`src/rtl/led_drv_pkg.sv`:
```
// Shared types, mode encodings and the per-LED "lit" decode for the LED pattern driver.
package led_drv_pkg;

  localparam int unsigned NUM_LEDS = 4;
  localparam int unsigned IDX_W    = 2;
  localparam int unsigned MODE_W   = 2;
  localparam int unsigned DUTY_W   = 8;

  localparam logic [MODE_W-1:0] MODE_OFF   = 2'd0;
  localparam logic [MODE_W-1:0] MODE_ON    = 2'd1;
  localparam logic [MODE_W-1:0] MODE_BLINK = 2'd2;
  localparam logic [MODE_W-1:0] MODE_PWM   = 2'd3;

  typedef enum logic [0:0] {
    ST_IDLE  = 1'b0,
    ST_APPLY = 1'b1
  } state_e;

  // Command payload held between acceptance and the mode-table write
  typedef struct packed {
    logic [IDX_W-1:0]  idx;
    logic [MODE_W-1:0] mode;
    logic [DUTY_W-1:0] duty;
  } cmd_t;

  // Active-high "LED lit" for one LED given its mode and the shared timebases
  function automatic logic led_on(input logic [MODE_W-1:0] mode,
                                  input logic [DUTY_W-1:0] duty,
                                  input logic [DUTY_W-1:0] pwm_cnt,
                                  input logic              blink_phase);
    logic on;
    case (mode)
      MODE_OFF:   on = 1'b0;
      MODE_ON:    on = 1'b1;
      MODE_BLINK: on = blink_phase;
      default:    on = (pwm_cnt < duty);
    endcase
    return on;
  endfunction

endpackage

```
`src/rtl/led_pattern_driver_tick.sv`:
```
// Shared prescaler: one-cycle tick every TICK_DIV clocks.
module led_tick_gen #(
  parameter int unsigned TICK_DIV = 1000
) (
  input  logic clk,
  input  logic rst_n,
  output logic tick_c
);

  localparam int unsigned CNT_W = (TICK_DIV > 1) ? $clog2(TICK_DIV) : 1;
  localparam logic [CNT_W-1:0] CNT_TERM = CNT_W'(TICK_DIV - 1);

  logic [CNT_W-1:0] cnt_q;
  logic [CNT_W-1:0] cnt_d;

  assign tick_c = (cnt_q == CNT_TERM);

  // Wrap to zero on the terminal count, otherwise count up
  always_comb begin
    cnt_d = cnt_q + CNT_W'(1);
    if (tick_c) begin
      cnt_d = '0;
    end
  end

  // Prescaler register
  always_ff @(posedge clk or negedge rst_n) begin
    if (!rst_n) begin
      cnt_q <= '0;
    end else begin
      cnt_q <= cnt_d;
    end
  end

endmodule

```
`src/rtl/led_pattern_driver.sv`:
```
// Drives 4 active-low LEDs (OFF/ON/BLINK/PWM per LED) from handshaked commands.
module led_pattern_driver
  import led_drv_pkg::*;
#(
  parameter int unsigned TICK_DIV   = 1000,
  parameter int unsigned BLINK_HALF = 250
) (
  input  logic                clk,
  input  logic                rst_n,
  input  logic                cmd_valid,
  output logic                cmd_ready,
  input  logic [IDX_W-1:0]    cmd_idx,
  input  logic [MODE_W-1:0]   cmd_mode,
  input  logic [DUTY_W-1:0]   cmd_duty,
  output logic [NUM_LEDS-1:0] led_out
);

  localparam int unsigned BLINK_W = (BLINK_HALF > 1) ? $clog2(BLINK_HALF) : 1;
  localparam logic [BLINK_W-1:0] BLINK_TERM = BLINK_W'(BLINK_HALF - 1);

  state_e                          state_q, state_d;
  cmd_t                            cmd_q, cmd_d;
  logic                            ready_q, ready_d;
  logic [NUM_LEDS-1:0][MODE_W-1:0] mode_q, mode_d;
  logic [NUM_LEDS-1:0][DUTY_W-1:0] duty_q, duty_d;
  logic [DUTY_W-1:0]               pwm_cnt_q, pwm_cnt_d;
  logic [BLINK_W-1:0]              blink_cnt_q, blink_cnt_d;
  logic                            blink_phase_q, blink_phase_d;
  logic [NUM_LEDS-1:0]             led_out_q, led_out_d;
  logic                            tick_c;

  assign cmd_ready = ready_q;
  assign led_out   = led_out_q;

  led_tick_gen #(
    .TICK_DIV (TICK_DIV)
  ) u_tick (
    .clk    (clk),
    .rst_n  (rst_n),
    .tick_c (tick_c)
  );

  // Command FSM: capture in IDLE, write the mode table in APPLY
  always_comb begin
    state_d = state_q;
    cmd_d   = cmd_q;
    mode_d  = mode_q;
    duty_d  = duty_q;
    case (state_q)
      ST_IDLE: begin
        if (cmd_valid && ready_q) begin
          cmd_d.idx  = cmd_idx;
          cmd_d.mode = cmd_mode;
          cmd_d.duty = cmd_duty;
          state_d    = ST_APPLY;
        end
      end
      ST_APPLY: begin
        mode_d[cmd_q.idx] = cmd_q.mode;
        if (cmd_q.mode == MODE_PWM) begin
          duty_d[cmd_q.idx] = cmd_q.duty;
        end
        state_d = ST_IDLE;
      end
      default: state_d = ST_IDLE;
    endcase
    ready_d = (state_d == ST_IDLE);
  end

  // Free-running PWM step and blink phase, advanced on each tick
  always_comb begin
    pwm_cnt_d     = pwm_cnt_q;
    blink_cnt_d   = blink_cnt_q;
    blink_phase_d = blink_phase_q;
    if (tick_c) begin
      pwm_cnt_d = pwm_cnt_q + DUTY_W'(1);
      if (blink_cnt_q == BLINK_TERM) begin
        blink_cnt_d   = '0;
        blink_phase_d = ~blink_phase_q;
      end else begin
        blink_cnt_d = blink_cnt_q + BLINK_W'(1);
      end
    end
  end

  // Per-LED decode from the current mode table and timebases, inverted for active-low drive
  always_comb begin
    led_out_d = '1;
    for (int i = 0; i < NUM_LEDS; i++) begin
      led_out_d[i] = ~led_on(mode_q[i], duty_q[i], pwm_cnt_q, blink_phase_q);
    end
  end

  // State, mode table, timebase and output registers
  always_ff @(posedge clk or negedge rst_n) begin
    if (!rst_n) begin
      state_q       <= ST_IDLE;
      cmd_q         <= '0;
      ready_q       <= 1'b1;
      mode_q        <= '0;
      duty_q        <= '0;
      pwm_cnt_q     <= '0;
      blink_cnt_q   <= '0;
      blink_phase_q <= 1'b0;
      led_out_q     <= '1;
    end else begin
      state_q       <= state_d;
      cmd_q         <= cmd_d;
      ready_q       <= ready_d;
      mode_q        <= mode_d;
      duty_q        <= duty_d;
      pwm_cnt_q     <= pwm_cnt_d;
      blink_cnt_q   <= blink_cnt_d;
      blink_phase_q <= blink_phase_d;
      led_out_q     <= led_out_d;
    end
  end

endmodule
```
`config.mk`:
```
export PLATFORM = sky130hd
export DESIGN_NAME = led_pattern_driver
export DESIGN_NICKNAME = d
export VERILOG_FILES = /design/src/rtl/led_drv_pkg.sv /design/src/rtl/led_pattern_driver_tick.sv /design/src/rtl/led_pattern_driver.sv
export SDC_FILE = /design/constraint.sdc
export NUM_CORES = 1
export LEC_CHECK = 0
export BUFFER_PORTS_ARGS = -buffer_cell sky130_fd_sc_hd__buf_2
export CAP_MARGIN = 20
export CELL_PAD_IN_SITES_DETAIL_PLACEMENT = 0
export CELL_PAD_IN_SITES_GLOBAL_PLACEMENT = 1
export CORE_ASPECT_RATIO = 2
export CORE_MARGIN = 4
export CORE_UTILIZATION = 50
export DETAILED_ROUTE_END_ITERATION = 6
export GPL_TIMING_DRIVEN = 0
export PLACE_DENSITY = 0.78
export SLEW_MARGIN = 20
export SYNTH_ARGS = -nofsm -noshare
export SYNTH_HDL_FRONTEND = slang
export SYNTH_SLANG_ARGS = --single-unit
export TNS_END_PERCENT = 30
```
`constraint.sdc`:
```
create_clock -name clk -period 2.76 [get_ports clk]
set_input_delay 0.552 -clock clk [delete_from_list [all_inputs] [get_ports clk]]
set_output_delay 0.552 -clock clk [all_outputs]
set_load 0.005 [all_outputs]
```
==> results.txt <==
* Status: completed
* Vias post-DR: 2,947
- Overall power consumption: 3.64 mW
- Clock slew seen by the registers of the worst setup and hold paths: 0.06 ns
- Signal arrival time at the worst endpoint: 2.47 ns
- Total number of H-tree levels: 3
- Startpoint Class: flop
- Summing all multi-input logic gate instances after layout gives 1910 µm².
- Synthesis-to-finish area growth: 12.8%
* Number of global-route vias before repair: 3,036
* Clock Power Share: 32.8%
- Synthesis handed over a netlist of 412 instances.
* Class of the worst hold path: input pin to async pin
* Count of final hold-check violations: 0
- Layout Skew: 0.00643 ns
- The layout has 746 filler cells.
* Width of the chip: 73.1 µm
- For this run, asynchronously set or reset flops after synthesis account for 100%.
- Area of the die: 10,100 µm²
* Quantity of gates resized following cts: 0
- Lkg Pwr: 2.28 nW
* Number of pins exceeding their max-slew limit in the final report: 0
- Final Cycle Share: 82.3%
- Psw: 1.02 mW
- Final Net Count: 490
- The most used flip-flop cell after synthesis is sky130_fd_sc_hd__dfrtp_1.
- STA classifies the critical path endpoint as a flop.
- Cell chain of the critical path: nand3_1 -> nor3b_1 -> clkbuf_1 -> o21ai_0
* DRC errors left: 0
- The core region is 8290 µm².
* Final TNS setup: 0 ns
- Antenna violations before repair: 0
- Period minus WS final: 2.27 ns
* Number of top-level pins: 20
- At the pin with the least slew margin, the transition time is 1.03 ns.
- Post-CTS repair timing setup buffer count: 0
- Setup violations remaining at the end of the flow were counted as 0.
* Wirelength, routed: 8950 µm
- Tightest slew margin relative to the limit: 31.2%
* Worst IR drop on VDD: 0.367 mV
- Sequential cells account for 46.1% of the total power.
- Using the TritonRoute via totals, the vias-per-cell ratio works out to 5.40.
- Cells with a size suffix above 1 make up 16.3% of the layout.
* Number of port buffers: 19
- The clock reaches the later pin of the worst-skew pair after 0.35 ns.
* Worst-path fanout max: 10
* Number of max-cap violations: 0
- On the critical path, the stage with the largest delay is an instance of sky130_fd_sc_hd__nor3b_1.
- The root buffer cell chosen for the clock tree is sky130_fd_sc_hd__clkbuf_16.
- Required time of the critical path: 2.96 ns
* Maximum operating frequency: 440 MHz
- Average instance area after synthesis: 10.3 µm²
- The number of antenna diodes in the final layout is 0.
- Clock sink count: 85
* Height of the die: 138 µm
- For this run the aggregate overflow at the end of global routing stands at 0.
- In the global route stage, overall resource usage came out at 19.5%.
- After synthesis, the most frequently instantiated cells are sky130_fd_sc_hd__dfrtp_1 (80), sky130_fd_sc_hd__nand2_1 (80), sky130_fd_sc_hd__o21ai_0 (38).
* Yosys top cell by area: sky130_fd_sc_hd__dfrtp_1
- Kind of critical path: flop to flop
- The cell area that synthesis handed to floorplanning was 4230 µm².
- Routability-driven placement finished with a final weighted congestion of 0.794.
- The first detailed-routing pass took 4 iterations.
* Proportion of synthesized chip area in sequential cells: 50.4%
- Combinational Power Share: 21.2%
- Setup repair after global routing missed its margin: false
- The kind of cell with the highest combined delay along the critical path is simple AND/OR/NAND/NOR gates.
* Top post-synthesis cells by area: sky130_fd_sc_hd__dfrtp_1 (47%), sky130_fd_sc_hd__ha_1 (9.5%), sky130_fd_sc_hd__nand2_1 (7.1%)
* CTS tree: done
* Post-synthesis register bit count: 85
- Synthesis instantiated 41 different standard cells from the library.
- For this configuration, the core starts out at a cell density of 51.0%.
* Synth warnings: 0
- Footprint of the flip-flops and latches: 2130 µm²
- After clock tree synthesis, the flow added hold-fix buffers numbering 0.
- Highest cell delay on the worst timing path: 0.87 ns
- Num CTS Buffers: 9
- Detailed placement ended at an HPWL of 6700 µm.
- DRC violation total after the first TritonRoute iteration: 108
- In this run switching power makes up 27.9% of total power.
* Number of nets produced by synthesis: 459
* Total power divided by cell area: 762 nW/µm²
* Number of core rows: 47
- The internal power of the cells totals 2.62 mW.
- EDFF count, synth: 0
- Final ANT Viol Nets: 0
- The number of buffers and inverters on the critical path is 1.
- The synthesized design devotes to its leading area cell type 47.3% of total area.
- Maximum clock path buffer count: 2
* Maximum number of pins on one net before global-route repair: 46
* Routed length per instance: 16.4 µm
- Wire length of the first global-routing pass: 14,700 µm
==> final timing paths <==
kind	from	cells past startpoint	slack [ns]	endpoint
worst max-delay path	cmd_q[8]$_DFFE_PN0P_	4	0.49	duty_q[18]$_DFFE_PN0P_
worst min-delay path	rst_n	1	0.20	duty_q[17]$_DFFE_PN0P_
worst max register to register	cmd_q[8]$_DFFE_PN0P_	4	0.49	duty_q[18]$_DFFE_PN0P_
worst min register to register	u_tick.cnt_q[0]$_DFF_PN0_	1	0.47	u_tick.cnt_q[0]$_DFF_PN0_
max in group asynchronous	rst_n	2	1.89	led_out[0]$_DFF_PN1_
min in group clk	cmd_duty[2]	3	0.40	cmd_q[2]$_DFFE_PN0P_
==> per-stage QoR <==
step	instance area [µm²]	worst slack (ns)	std cells	hold slack, ns	util (%)
final	4770	0.488	546	0.197	57.6
after global routing	4770	0.312	546	0.234	57.6
after CTS	4770	0.414	546	0.213	57.6
after detailed placement	4480	0.433	530	0.475	54.0
after global placement	4450	0.422	529	0.457	53.7
after floorplan	4230	1.05	412	0.256	-
==> cells in the final DEF (no fill, tap or decap), drive strengths merged <==
cell type  instances
a21boi             1
a21o               6
a21oi             12
a22o               5
a41o               4
and2               2
and3               6
and3b              1
and4               2
buf               22
bufinv             1
clkbuf            22
clkinv             2
clkinvlp           1
dfrtp             80
dfstp              5
ha                32
inv               35
mux2              23
nand2             80
nand2b             6
nand3             13
nand3b             3
nand4              2
nor2               7
nor2b              1
nor3               6
nor3b              4
nor4               1
nor4b              1
o21ai             38
o31a               4
o31ai              1
or3                5
or4                2
xnor2              8
xor2               4
==> layout make-up <==
cell class	instances	share of cell area (%)
Inverter	35	2.75
Clock buffer	12	5.16
Tap cell	98	2.57
Buffer	12	1.13
Sequential cell	85	44.7
Clock inverter	4	0.996
Multi-Input combinational cell	280	40.1
Timing Repair Buffer	20	2.62
==> logic make-up after synthesis <==
kind of cell	share of synthesized area [%]
adders and majority gates	9.46
muxes	6.12
buffers and inverters	4.37
DFF	50.4
and+or+nand+nor	17.0
xor gates and xnor gates	2.48
AOI/OAI and AO/OA	10.1
==> metal layers <==
layer  routed length [µm]  up-vias  track usage, %
li1                     -     1469               -
met1                 3500     1426            20.5
met2                 4960       34            35.5
met3                  225       18            2.98
met4                  267        0            9.92
met5                    0        -               0
==> power groups by stage <==
| stage | Sequential [mW] | Combinational [mW] | Clock, mW |
|---|---|---|---|
| 6_report | 1.68 | 0.769 | 1.19 |
| 5_1_grt | 1.70 | 0.873 | 1.26 |
| 4_1_cts | 1.68 | 0.785 | 1.22 |
| 3_5_place_dp | 1.70 | 0.777 | 0 |
| 3_3_place_gp | 1.69 | 0.748 | 0 |
| 2_1_floorplan | 1.65 | 0.555 | 0 |
==> flip-flops by register name, indices dropped and copies added, names as in the netlist <==
name / flops
duty_q: 32
cmd_q: 12
u_tick.cnt_q: 10
blink_cnt_q: 8
mode_q: 8
pwm_cnt_q: 8
led_out: 4
blink_phase_q: 1
cmd_ready: 1
state_q: 1
No activity file was read; power rests on OpenSTA's default activity.
